===== src/rtl/regfile_mp_sb.sv =====
// regfile_mp_sb: multi-read-port register file with a per-register busy scoreboard.
// - Register 0 always reads as zero and is never marked busy.
// - With BYPASS=1, a read port whose address matches a write in the same cycle
//   returns that write data and reports ready.
// - Decode reserves a destination register (sets busy).
// - Writeback stores the data and releases the register.
//   If the same register is also reserved in that cycle, the reserve wins.
module regfile_mp_sb #(
    parameter int unsigned DW     = 32,
    parameter int unsigned AW     = 5,
    parameter int unsigned NUM_RD = 2,
    parameter int unsigned BYPASS = 1
) (
    input  logic                  clk,
    input  logic                  rst_n,
    input  logic [NUM_RD*AW-1:0]  rd_addr,
    output logic [NUM_RD*DW-1:0]  rd_data,
    output logic [NUM_RD-1:0]     rd_ready,
    input  logic                  we,
    input  logic [AW-1:0]         wr_addr,
    input  logic [DW-1:0]         wr_data,
    input  logic                  rsv_en,
    input  logic [AW-1:0]         rsv_addr,
    output logic [(2**AW)-1:0]    busy_vec,
    output logic                  busy_any
);

    localparam int unsigned DEPTH = 2 ** AW;
    localparam logic        BYP   = (BYPASS != 0);

    logic [DW-1:0]    mem_q [DEPTH];
    logic [DEPTH-1:0] busy_q;
    logic [DEPTH-1:0] busy_d;
    logic             wr_ok;
    logic             rsv_ok;

    assign wr_ok  = we && (wr_addr != '0);
    assign rsv_ok = rsv_en && (rsv_addr != '0);

    // Scoreboard next state.
    // The release from a write is applied first, then the reserve is applied on
    // top of it, so a reserve to the same register wins.
    always_comb begin
        busy_d = busy_q;
        if (wr_ok) begin
            busy_d[wr_addr] = 1'b0;
        end
        if (rsv_ok) begin
            busy_d[rsv_addr] = 1'b1;
        end
        busy_d[0] = 1'b0;
    end

    // Register storage and scoreboard.
    // Everything is cleared asynchronously on reset, so reads never return X.
    always_ff @(posedge clk or negedge rst_n) begin
        if (!rst_n) begin
            for (int k = 0; k < DEPTH; k++) begin
                mem_q[k] <= '0;
            end
            busy_q <= '0;
        end else begin
            if (wr_ok) begin
                mem_q[wr_addr] <= wr_data;
            end
            busy_q <= busy_d;
        end
    end

    // Read ports are independent of each other.
    // The bypass is gated by rst_n so that reads stay at zero while reset is held.
    for (genvar i = 0; i < NUM_RD; i++) begin : g_rd
        logic [AW-1:0] addr;
        logic          hit;

        assign addr = rd_addr[i*AW +: AW];
        assign hit  = BYP && rst_n && wr_ok && (wr_addr == addr);

        assign rd_data[i*DW +: DW] = (addr == '0) ? '0      :
                                     hit          ? wr_data : mem_q[addr];
        assign rd_ready[i]         = (addr == '0) || hit || !busy_q[addr];
    end

    assign busy_vec = busy_q;
    assign busy_any = |busy_q;

endmodule


===== config.mk =====
export PLATFORM = sky130hd
export DESIGN_NAME = regfile_mp_sb
export DESIGN_NICKNAME = d
export VERILOG_FILES = /design/src/rtl/regfile_mp_sb.sv
export SDC_FILE = /design/constraint.sdc
export NUM_CORES = 2
export LEC_CHECK = 0
export CAP_MARGIN = 20
export CORE_MARGIN = 10
export CORE_UTILIZATION = 40
export CTS_CLUSTER_DIAMETER = 60
export DETAILED_ROUTE_END_ITERATION = 8
export MAX_ROUTING_LAYER = met4
export PLACE_DENSITY = 0.58
export SYNTH_ARGS = -nofsm -noshare
export SYNTH_HDL_FRONTEND = slang
export SYNTH_SLANG_ARGS = --single-unit

===== constraint.sdc =====
create_clock -name clk -period 2.8 [get_ports clk]
set_input_delay 0.42 -clock clk [delete_from_list [all_inputs] [get_ports clk]]
set_output_delay 0.42 -clock clk [all_outputs]
set_load 0.01 [all_outputs]

Word-level counts from Yosys, hierarchy flattened
Cells that the tools add are included.
Cells by class
  reductions and logical operators: 19
  mux-type cells: 23
  divide/modulo/power cells: 0
  $lt $le $gt $ge: 10
  shift operators: 0
  eq/ne operators: 2
  bitwise gates (word level): 6
  multipliers: 0
  $add $sub $neg: 0
Operator list (count)
  bitwise mux 1024 bit: 1
  two-way mux 32 bit: 11
  binary-select mux 32 bit (select 5 bit): 2
  demux 32 bit (select 5 bit): 1
  bitwise AND 32 bit: 1
  inverter 32 bit: 1
  bitwise OR 32 bit: 1
  OR reduction 31 bit: 1
  less-than comparator 5 x 6 -> 1 bit (second input constant): 4
  greater-or-equal comparator 6 bit (second input constant): 3
  inverter 5 -> 6 bit: 3
  binary-select mux 1 bit (select 5 bit): 2
  demux 1 bit (select 5 bit): 2
  equality test 5 bit: 2
  greater-or-equal comparator 5 x 1 -> 1 bit (second input constant): 2
  logical NOT 5 bit: 2
  nonzero test 5 bit: 2
  logical AND 1 bit: 8
  less-than comparator 6 x 1 -> 1 bit (second input constant): 1
  logical OR 1 bit: 4
  two-way mux 1 bit: 4
  logical NOT 1 bit: 2
Word-level totals
  bits in registers: 1055
  input bits: 56
  logic and storage cells: 93
  memories kept: 0
  ROM bits: 0
  bits in writable memories: 0
  bits in latches: 0

Depth between registers and ports, before layout
  word-level depth: 9
  depth in mapped cells: 10

Worst setup path after synthesis
Ideal clock, no wire load.
  path type: in2out
  start: input rd_addr[6]
  end: output rd_data[51]
  arrival time: 2.023 ns
  stages on the path: 8
  path buffers: 4
  slack: 0.357 ns
  required time: 2.380 ns
  cells stage by stage: buf_4 -> buf_6 -> buf_6 -> buf_4 -> and3_1 -> o41ai_2 -> o2111ai_1 -> a311oi_1
On the way
  longest elaborated chain between the ends: 6
Ends and longest elaborated chain
  start: declaration: RTL line 16  | input logic [NUM_RD*AW-1:0] rd_addr,
  inverter 5 -> 6 bit (not written as such): RTL line 80  | hit ? wr_data : mem_q[addr];
  binary-select mux 32 bit (select 5 bit): RTL line 80
  two-way mux 32 bit (not written as such) (2 in series): RTL line 80
  two-way mux 32 bit: RTL line 80
  two-way mux 32 bit *: RTL line 79  | assign rd_data[i*DW +: DW] = (addr == '0) ? '0 :
  end: declaration: RTL line 17  | output logic [NUM_RD*DW-1:0] rd_data,
Mark *: on every way between the ends. The rest lies on a longest branch, timed or not. The select of a mux whose other input is x is not followed.

Worst setup path in the final report
  start: register mem_q[786] in the netlist's numbering
  end: output rd_data[18]
On the way
  longest elaborated chain between the ends: 5
Ends and longest elaborated chain
  start: declaration: RTL line 31  | logic [DW-1:0] mem_q [DEPTH];
  start signal: indexed assignment: RTL line 64  | mem_q[wr_addr] <= wr_data;
  binary-select mux 32 bit (select 5 bit): RTL line 80
  two-way mux 32 bit (not written as such) (2 in series): RTL line 80
  two-way mux 32 bit: RTL line 80
  two-way mux 32 bit: RTL line 79
Every way passes these cells. The select of a mux whose other input is x is not followed.

==> impl_metrics.py <==
metrics = {
    "outcome": {
        "status": "complete, but fails checks",
        "violations": "negative setup slack",
    },
    "sta": {
        "setup_slack_ns": -0.222,
        "setup_viol": 34,
        "finalCritPeriodShare_pct": 108,
        "skew_ns": 0,
        "tightest_slew_ns": 0.988,
        "fmax_mhz": 331,
        "rsz0062_at_grt": "yes",
        "final_hold_viol_count": 0,
        "slew_headroom_pct": 34.2,
        "whs_ns": 0.349,
        "min_period_ns": 3.02,
        "finalMaxSlewViolations": 0,
    },
    "final_layout": {
        "final_common_cell": "dfrtp_1",
        "area.growth.synth_to_final_pct": 23.9,
        "final_nets": 4722,
        "layout_common_cells": "dfrtp_1 (1054), mux2_2 (1051), mux2i_1 (455)",
        "layout-drive-gt1-share_pct": 51.3,
    },
    "clock_tree": {
        "clock_latency_ns": 0.76,
        "cts_tree": "built",
        "cts_buffer_depth": 3,
        "htreeDepth": 4,
        "cts_buffers": 132,
        "cts-root-buf": "clkbuf_16",
        "clk_pin_slew_ns": 0.06,
        "cts_sinks": 1055,
    },
    "route": {
        "drt_wl_total_um": 218000,
        "dr.pass1.iters": 5,
        "drc": 0,
        "routed_via_density": 6.28,
        "ant_nets": 0,
        "wl_per_cell_um": 32.7,
        "initialDrtViolationCount": 3635,
        "via_count": 41900,
    },
    "synthesis": {
        "syn-cell-area_um2": 57900,
        "yosys.area_share.simple_pct": 2.39,
        "yosys.cell_types.count": 58,
        "synth_top_family_by_area": "multiplexers",
        "syn_nets": 4286,
        "synth_adder_area_share_pct": 0,
        "yosys_register_bits": 1055,
        "synth_compound_area_share_pct": 7.89,
        "synth_xor_area_share_pct": 0.151,
        "synthCells": 4230,
        "synthArstFlopShare_pct": 100,
        "ys.flop_type": "dfrtp_1",
        "synth-edff-count": 0,
        "avgSynthCellArea_um2": 13.7,
        "synth.area.mux_share_pct": 39.6,
        "seq_area_frac_synth_pct": 45.6,
        "ys_warn_count": 0,
    },
    "critical_path": {
        "cp_max_fo": 3,
        "arrival_ns": 2.60,
        "r2r_setup_slack_ns": 1.79,
        "crit_type": "reg2out",
        "start_kind": "flop",
        "cp.required_ns": 2.38,
        "cp-end-kind": "primary output",
    },
    "floorplanning": {
        "coreArea_um2": 144000,
        "dieArea_um2": 160000,
        "die_h_um": 400,
        "ioPinCount": 155,
        "start_util_pct": 40.3,
        "die_w_um": 400,
        "fp-row-count": 139,
    },
    "power": {
        "power.switching_mw": 13.9,
        "p_total_mw": 48.5,
        "p_int_mw": 34.7,
        "power_frac_comb_pct": 23.0,
        "ir_drop_v": 0.000564,
        "p_leak_nw": 31.7,
        "pwr-share-clk_pct": 35.2,
        "seqPwrFrac_pct": 41.8,
        "swShare_pct": 28.6,
        "p_per_area_nw_per_um2": 677,
    },
    "global_route": {
        "overflow": 0,
        "track_usage_pct": 27.3,
        "antenna_found_initial": 1,
        "grt_pass1_vias": 43100,
        "grt_max_degree": 163,
        "grt_pass1_wl_um": 316000,
    },
    "place": {
        "globalplace.congestion": 0.868,
        "preCtsSetupSlack_ns": -0.963,
        "port_buffers": 153,
        "dp_hpwl_um": 144000,
    },
    "job": {
        "drv_cap": 0,
    },
    "hold_path": {
        "hp-class": "in2reg",
    },
}
[through the flow]
| step | instance area (um2) | cells | util [%] | TNS [ns] |
|---|---|---|---|---|
| after CTS | 71300 | 6653 | 49.6 | -4.60 |
| after detailed placement | 66100 | 6370 | 46.0 | -54.23 |
| after global routing | 71700 | 6668 | 49.9 | -6.19 |
| after global placement | 66100 | 6370 | 46.0 | -52.98 |
| final | 71700 | 6669 | 49.9 | -2.46 |
| after floorplan | 57900 | 4230 | - | 0 |
[power groups by stage]
stage | Combinational [mW] | Clock [mW] | Sequential [mW]
4_1_cts | 11.0 | 17.3 | 20.2
5_1_grt | 11.9 | 18.0 | 20.7
3_5_place_dp | 10.7 | 0 | 20.5
6_report | 11.2 | 17.1 | 20.3
3_3_place_gp | 10.5 | 0 | 20.4
2_1_floorplan | 6.94 | 0 | 19.9
[registers in the layout, summed over array words and instances (netlist names)]
register  flops
busy_vec     31
mem_q      1024
[worst max-delay path: stages (launching register included)]
cell and delay [ns]:
dfrtp_1 0.40, mux4_2 0.49, mux2i_2 0.20, nand2_1 0.08, o211ai_1 0.28, a31oi_1 0.20, buf_2 0.18
[worst paths after layout]
path                            cells after the start           end         start
min in group asynchronous                           3    mem_q[873]         rst_n
max in group asynchronous                           5    mem_q[184]         rst_n
worst min-delay path                                5  busy_vec[21]    wr_addr[0]
worst max-delay path                                6   rd_data[18]    mem_q[786]
worst max register to register                      3  busy_vec[11]  busy_vec[11]
worst min register to register                      0   mem_q[1001]   mem_q[1001]
[metal layers]
metal | vias to the layer above | GRT usage [%] | wire length (um)
met1 | 22500 | 35.2 | 91200
met5 | - | - | 0
met3 | 512 | 4.42 | 13800
met4 | 0 | 11.3 | 10400
li1 | 17200 | - | -
met2 | 1617 | 42.8 | 103000
[cells in the mapped netlist, drive strengths merged, types with 8 or more instances]
master | count | area (um2)
o211ai | 62 | 465
o31ai | 44 | 330
a311oi | 26 | 228
clkbuf | 229 | 860
buf | 259 | 1650
nand2b | 10 | 62.6
nor2b | 24 | 150
dfrtp | 1055 | 26400
nor3 | 33 | 165
nor4 | 9 | 71.3
nor3b | 8 | 70.1
mux4 | 284 | 6420
or3 | 13 | 81.3
a22oi | 112 | 841
a22o | 41 | 359
mux2i | 459 | 4590
a211o | 13 | 114
nor2 | 39 | 146
mux2 | 1059 | 11900
nand3 | 21 | 110
o2111ai | 52 | 455
a21o | 24 | 180
a221oi | 62 | 643
a31oi | 40 | 250
nand2 | 92 | 345
o22ai | 44 | 275
o21ai | 61 | 305
[repair_timing]
action | 4_1_cts | 5_1_grt
endpoints found under the setup margin | 67 | 62
pin swaps | 112 | 56
setup buffers | 55 | 13
hold buffers | 1 | 0
hold endpoints to repair | 53 | 0
gates cloned | 3 | 1
gates resized for setup | 435 | 68
[final cells by class]
type                       instances  area [um2]
timing repair buffer             790        8520
inverter                           4        15.0
sequential                      1055       26400
clock inverter                    41         439
multi-input combinational       2683       30100
tap                             1903        2380
clock buffer                     190        3870
fill                           12500       71900
antenna                            3        7.51
[logic make-up (layout without fill, tap and decap cells)]
logic type,after synthesis,in the layout
compound gates,596,596
mux,1802,1802
other cells,1,4
xor+xnor,10,10
flops,1055,1055
buf+inv,492,1025
simple gates,274,274
Power figures use the tool's default switching activity.
